## config.mk

```make
export PLATFORM = sky130hd
export DESIGN_NAME = read_burst_scheduler
export DESIGN_NICKNAME = d
export VERILOG_FILES = /design/src/rtl/read_burst_scheduler.sv
export SDC_FILE = /design/constraint.sdc
export NUM_CORES = 1
export LEC_CHECK = 0
export BUFFER_PORTS_ARGS = -buffer_cell sky130_fd_sc_hd__buf_2
export CELL_PAD_IN_SITES_DETAIL_PLACEMENT = 0
export CELL_PAD_IN_SITES_GLOBAL_PLACEMENT = 1
export CORE_MARGIN = 10
export CORE_UTILIZATION = 37
export DETAILED_ROUTE_END_ITERATION = 6
export PLACE_DENSITY_LB_ADDON = 0.1
export RECOVER_POWER = 100
export REMOVE_ABC_BUFFERS = 1
export SETUP_SLACK_MARGIN = 0.05
export SYNTH_ARGS = -nofsm -noshare
export SYNTH_HDL_FRONTEND = slang
export SYNTH_SLANG_ARGS = --single-unit
```

## constraint.sdc

```tcl
create_clock -name clock -period 2.3 [get_ports clock]
set_clock_uncertainty 0.15 [all_clocks]
set_input_delay 0.46 -clock clock [delete_from_list [all_inputs] [get_ports clock]]
set_output_delay 0.46 -clock clock [all_outputs]
set_load 0.01 [all_outputs]
```

## src/rtl/read_burst_scheduler.sv

```systemverilog
// Issues one AXI read burst at a time for a frame/line: normal bursts until the status block flags the tail, then one tail burst.
// All outputs registered; a burst waits for FIFO room and for req_ready, and only one burst is outstanding at any time.
module read_burst_scheduler #(
    parameter int NOR_BURST_LEN = 200,
    parameter int LSIZE         = 9,
    parameter int ASIZE         = 32,
    parameter int AXI_DSIZE     = 256,
    parameter int SETTLE        = 4
) (
    input  logic             clock,
    input  logic             rst_n,
    input  logic             enable,
    input  logic             fsync,
    input  logic [ASIZE-1:0] base_addr,
    input  logic             tail_status,
    input  logic [LSIZE-1:0] tail_len,
    input  logic [15:0]      fifo_space,
    output logic             req_valid,
    input  logic             req_ready,
    output logic [ASIZE-1:0] req_addr,
    output logic [LSIZE-1:0] req_len,
    input  logic             rd_done,
    output logic             burst_done,
    output logic             tail_done,
    output logic             busy,
    output logic [15:0]      burst_cnt
);

    typedef enum logic [2:0] {
        S_IDLE, S_SETTLE, S_DECIDE, S_WAIT_SPACE, S_REQ, S_WAIT_DONE, S_DONE
    } state_t;

    localparam logic [ASIZE-1:0] BEAT_BYTES  = ASIZE'(AXI_DSIZE / 8);
    localparam logic [3:0]       SETTLE_LAST = 4'(SETTLE - 1);
    localparam logic [LSIZE-1:0] NOR_LEN     = LSIZE'(NOR_BURST_LEN);

    state_t           state_q, state_d;
    logic [3:0]       settle_q, settle_d;
    logic [ASIZE-1:0] addr_q, addr_d;
    logic [ASIZE-1:0] pend_addr_q, pend_addr_d;
    logic             pend_q, pend_d;
    logic             is_tail_q, is_tail_d;
    logic [15:0]      cnt_q, cnt_d;
    logic [ASIZE-1:0] req_addr_q, req_addr_d;
    logic [LSIZE-1:0] req_len_q, req_len_d;
    logic             req_valid_q, req_valid_d;
    logic             burst_done_q, burst_done_d;
    logic             tail_done_q, tail_done_d;
    logic             busy_q, busy_d;

    logic             fsync_acc;
    logic             do_restart;
    logic [ASIZE-1:0] restart_addr;

    assign fsync_acc = fsync & enable;

    always_comb begin
        state_d      = state_q;
        settle_d     = settle_q;
        addr_d       = addr_q;
        pend_addr_d  = pend_addr_q;
        pend_d       = pend_q;
        is_tail_d    = is_tail_q;
        cnt_d        = cnt_q;
        req_addr_d   = req_addr_q;
        req_len_d    = req_len_q;
        burst_done_d = 1'b0;
        tail_done_d  = 1'b0;
        do_restart   = 1'b0;
        restart_addr = base_addr;

        unique case (state_q)
            S_IDLE: begin
                do_restart = fsync_acc;
            end
            S_SETTLE: begin
                if (fsync_acc) begin
                    do_restart = 1'b1;
                end else if (settle_q == SETTLE_LAST) begin
                    state_d = S_DECIDE;
                end else begin
                    settle_d = settle_q + 4'd1;
                end
            end
            S_DECIDE: begin
                if (fsync_acc) begin
                    do_restart = 1'b1;
                end else begin
                    is_tail_d  = tail_status;
                    req_len_d  = tail_status ? tail_len : NOR_LEN;
                    req_addr_d = addr_q;
                    state_d    = S_WAIT_SPACE;
                end
            end
            S_WAIT_SPACE: begin
                if (fsync_acc) begin
                    do_restart = 1'b1;
                end else if (32'(fifo_space) >= 32'(req_len_q)) begin
                    state_d = S_REQ;
                end
            end
            S_REQ: begin
                // A restart here must wait for the burst to drain, so only remember it.
                if (fsync_acc) begin
                    pend_d      = 1'b1;
                    pend_addr_d = base_addr;
                end
                if (req_ready) begin
                    state_d = S_WAIT_DONE;
                end
            end
            S_WAIT_DONE: begin
                if (fsync_acc) begin
                    pend_d      = 1'b1;
                    pend_addr_d = base_addr;
                end
                if (rd_done) begin
                    if (pend_q || fsync_acc) begin
                        do_restart   = 1'b1;
                        restart_addr = fsync_acc ? base_addr : pend_addr_q;
                    end else begin
                        state_d      = S_DONE;
                        burst_done_d = ~is_tail_q;
                        tail_done_d  = is_tail_q;
                    end
                end
            end
            S_DONE: begin
                addr_d = addr_q + ASIZE'(req_len_q) * BEAT_BYTES;
                cnt_d  = (cnt_q == 16'hFFFF) ? cnt_q : cnt_q + 16'd1;
                if (fsync_acc) begin
                    do_restart = 1'b1;
                end else if (is_tail_q) begin
                    state_d = S_IDLE;
                end else begin
                    state_d  = S_SETTLE;
                    settle_d = 4'd0;
                end
            end
            default: begin
                state_d = S_IDLE;
            end
        endcase

        if (do_restart) begin
            state_d  = S_SETTLE;
            settle_d = 4'd0;
            addr_d   = restart_addr;
            cnt_d    = 16'd0;
            pend_d   = 1'b0;
        end

        req_valid_d = (state_d == S_REQ);
        busy_d      = (state_d != S_IDLE);
    end

    always_ff @(posedge clock) begin
        if (!rst_n) begin
            state_q      <= S_IDLE;
            settle_q     <= 4'd0;
            addr_q       <= '0;
            pend_addr_q  <= '0;
            pend_q       <= 1'b0;
            is_tail_q    <= 1'b0;
            cnt_q        <= 16'd0;
            req_addr_q   <= '0;
            req_len_q    <= '0;
            req_valid_q  <= 1'b0;
            burst_done_q <= 1'b0;
            tail_done_q  <= 1'b0;
            busy_q       <= 1'b0;
        end else begin
            state_q      <= state_d;
            settle_q     <= settle_d;
            addr_q       <= addr_d;
            pend_addr_q  <= pend_addr_d;
            pend_q       <= pend_d;
            is_tail_q    <= is_tail_d;
            cnt_q        <= cnt_d;
            req_addr_q   <= req_addr_d;
            req_len_q    <= req_len_d;
            req_valid_q  <= req_valid_d;
            burst_done_q <= burst_done_d;
            tail_done_q  <= tail_done_d;
            busy_q       <= busy_d;
        end
    end

    assign req_valid  = req_valid_q;
    assign req_addr   = req_addr_q;
    assign req_len    = req_len_q;
    assign burst_done = burst_done_q;
    assign tail_done  = tail_done_q;
    assign busy       = busy_q;
    assign burst_cnt  = cnt_q;

endmodule

```

==> run_results.csv <==
group,metric,value,unit
route,routed_via_density,5.29,
synthesis,synthCells,814,
placed_design,place_hpwl,14.7,mm
global_routing,globalRouteMet3Util,3.87,%
setup_path,critical_path_depth,10,
synthesis,synth_warnings,0,
pwr,clock_power_share,50.0,%
sta,max_slew.worst_pin.slew,792,ps
route,drc,0,
sta,layout_worst_path_cycle_share,100,%
setup_path,required,2490,ps
sta,final_min_period,2310,ps
sta,timing.max_slew.rel_slack,47.2,%
route,postRouteWirelength,20.6,mm
cts,cts_sinks,134,
setup_path,critical-path-top-delay-family,"compound AO/OA/AOI/OAI gates",
sta,grt_setup_unrepaired,"yes",
pwr,irDropWorstVdd,516,uV
cts,max-clock-path-buffers,2,
synthesis,synth-seq-area-share,41.5,%
job,max_cap_violations,0,
global_routing,grt.total_usage,17.3,%
pwr,share_seq_of_total_power,43.1,%
die,rows,48,
pwr,switchingPower,1300,uW
cts,clkTransAtPathRegs,60,ps
pwr,power.share.combinational,6.9,%
setup_path,worst_setup_path_startpoint,"addr_q[5]$_SDFFE_PN0N_",
synthesis,number_of_flip_flops_and_latches_in_the_synthesized_netlist,134,
final_layout,final_common_cell,"sky130_fd_sc_hd__nand2_1",
sta,max_freq,433,MHz
final_layout,mostFrequentLayoutCells,"sky130_fd_sc_hd__nand2_1 (200), sky130_fd_sc_hd__dfxtp_1 (129), sky130_fd_sc_hd__a21oi_1 (90)",
synthesis,syn_area,0.00646,mm^2
placed_design,place_congestion,0.853,
setup_path,arrival,2500,ps
final_layout,finish.net_count,1054,
synthesis,synth_area_leader_cell,"sky130_fd_sc_hd__dfxtp_1",
final_layout,post_route_cells_drive_above_1_share,20.9,%
sta,report.final.slew_viol_count,0,
pwr,p_int,4290,uW
hold_path,worst_hold_path_type,"in -> reg",
synthesis,synth_edf_count,0,
die,floorplan.io_pins,125,
synthesis,synthArstFlopShare,0,%
final_layout,synthToLayoutAreaGrowth,29.2,%
pwr,power_density,670,mW/mm^2
synthesis,number_of_distinct_library_cells_after_synthesis,66,
cts,cts-htree-levels,4,
route,detail_route.wl_per_cell,17.1,um
sta,final-hold-violation-count,0,
synthesis,synth.avg_cell_area,7.94,um^2
sta,setup-tns-final,-14.0,ps
sta,finalSetupViolations,3,
setup_path,critPathKind,"reg -> reg",
synthesis,yosys.area.top_type_share,41.5,%
setup_path,critical_path.max_stage_delay,360,ps
setup_path,timing.critical_path.cells,"ha_4, inv_2, fa_2, nor2b_4, o2111ai_4, a31oi_2, buf_6, o211ai_1, xor2_1, a211oi_1",
die,die-area,0.0231,mm^2
route,first_pass_iters,5,
global_routing,grt_busiest_layer,"met2",
status,violations,"setup timing",
route,final_antenna_violating_net_count,0,
hold_path,timing.hold.worst.start,"base_addr[20]",
setup_path,startpoint_type,"register",
setup_path,worstRegToRegCells,10,
final_layout,antenna_cells_inserted,0,
sta,postLayoutSetupSlackWorst,-9.61,ps
global_routing,grt.met2_usage,27.7,%
setup_path,critical_path.slowest_cell,"sky130_fd_sc_hd__fa_2",
cts,clockRootBuffer,"sky130_fd_sc_hd__clkbuf_16",
pwr,switching_share,23.3,%
pwr,p_leak,0.00322,uW
synthesis,netlist_top_cells_area,"sky130_fd_sc_hd__dfxtp_1 (42%), sky130_fd_sc_hd__nand2_1 (12%), sky130_fd_sc_hd__a21oi_1 (7.3%)",
global_routing,gr-total-overflow,0,
die,die_height,152,um
die,die_w,152,um
global_routing,pin_count_of_the_biggest_net_entering_global_routing,92,
die,initial_utilization,37.5,%
hold_path,hold-path-cell-count,3,
global_routing,number_of_antenna_violations_at_the_first_check_in_global_routing,0,
global_routing,via_count_of_the_first_global_routing_pass,6256,
setup_path,critical_path.endpoint_type,"register",
cts,insertion_delay,420,ps
setup_path,timing.critical_path.fanout_max,6,
setup_path,crit_reg_reg_startpoint,"addr_q[5]$_SDFFE_PN0N_",
die,core_area,0.0172,mm^2
global_routing,grt_pass1_wl,33.3,mm
global_routing,groute.layer.met1.usage,22.7,%
setup_path,critical_path.n_buffers_inverters,2,
status,status,"complete, but fails checks",
route,vias,6387,
placed_design,io_buffers,124,
route,dr.first_iter.drc_count,368,
final_layout,finish.utilization,48.4,%
synthesis,ys.flop_type,"sky130_fd_sc_hd__dfxtp_1",
cts,total_cts_buffers,17,
cts,tritoncts,"done",
[per-stage QoR]
| step | instance area [um^2] | hold slack, ps | worst slack, ps | cells | total power [uW] |
|---|---|---|---|---|---|
| final | 8350 | 134 | -9.61 | 1207 | 5600 |
| after global routing | 8350 | 131 | -116 | 1207 | 5790 |
| after CTS | 8310 | 119 | -22.5 | 1203 | 5640 |
| after detailed placement | 7610 | 294 | -222 | 1167 | 2830 |
| after global placement | 7610 | 291 | -141 | 1167 | 2820 |
| after floorplan | 6260 | 282 | -1050 | 766 | 2640 |
[area by class of cell]
cell class	instances	area, um^2
inverters	22	82.6
repair buffers	184	1020
fillers	1746	8890
clock inverters	12	151
well taps	225	282
clock buffers	20	457
multi-input cells	610	3670
flip-flops and latches	134	2690
[sequential cells by signal, summed over array words and instances (netlist names), 3 cells and up]
signal       count
addr_q          32
pend_addr_q     32
req_addr        32
burst_cnt       16
req_len          9
settle_q         4
state_q          3
[path summary, 6_finish.rpt]
kind	endpoint	slack, ps
setup / recovery	addr_q[23]$_SDFFE_PN0N_	-10
hold / removal	pend_addr_q[20]$_SDFFE_PN0N_	130
setup reg to reg	addr_q[23]$_SDFFE_PN0N_	-10
hold reg to reg	pend_addr_q[2]$_SDFFE_PN0N_	300
[per-layer routing]
layer / vias to the layer above / share of wire [%]
li1: 3175 / -
met1: 3037 / 48
met2: 158 / 46
met3: 17 / 4.9
met4: 0 / 1.3
met5: - / 0
[logic make-up after synthesis]
family | share of synthesized area, %
AOI/OAI and AO/OA | 19.0
xor gates and xnor gates | 4.20
and+or+nand+nor | 25.4
muxes | 1.24
DFF | 41.5
buffers and inverters | 4.43
adders and majority gates | 4.18
[worst min-delay path, cell delays in order]
cell and delay, ps:
sky130_fd_sc_hd__buf_2 100, sky130_fd_sc_hd__nand2_1 50, sky130_fd_sc_hd__a21oi_1 50
[synth_stat cells (all sizes together) (9+ instances only)]
library cell,count
dfxtp,134
buf,13
nor3,11
and3,14
nor2,47
nand3,29
inv,22
a21oi,96
o21ai,16
o22ai,11
ha,20
nand2,202
clkbuf,35
xor2,23
a211oi,9
nand4,11
a311oi,10
[what timing repair did]
item | in CTS | in global routing
pin swaps | 10 | 22
setup buffers | 4 | 4
resized for setup | 20 | 38
setup endpoints to repair | 16 | 30
gates cloned | 0 | 0
hold buffers | 0 | 0
[power by group through the flow]
stage	Clock [uW]	Sequential, uW	Combinational, uW
2_1_floorplan	0	2450	188
3_3_place_gp	0	2460	364
3_5_place_dp	0	2460	368
4_1_cts	2850	2410	376
5_1_grt	2940	2420	431
6_report	2800	2410	385
Power figures use the tool's default switching activity.
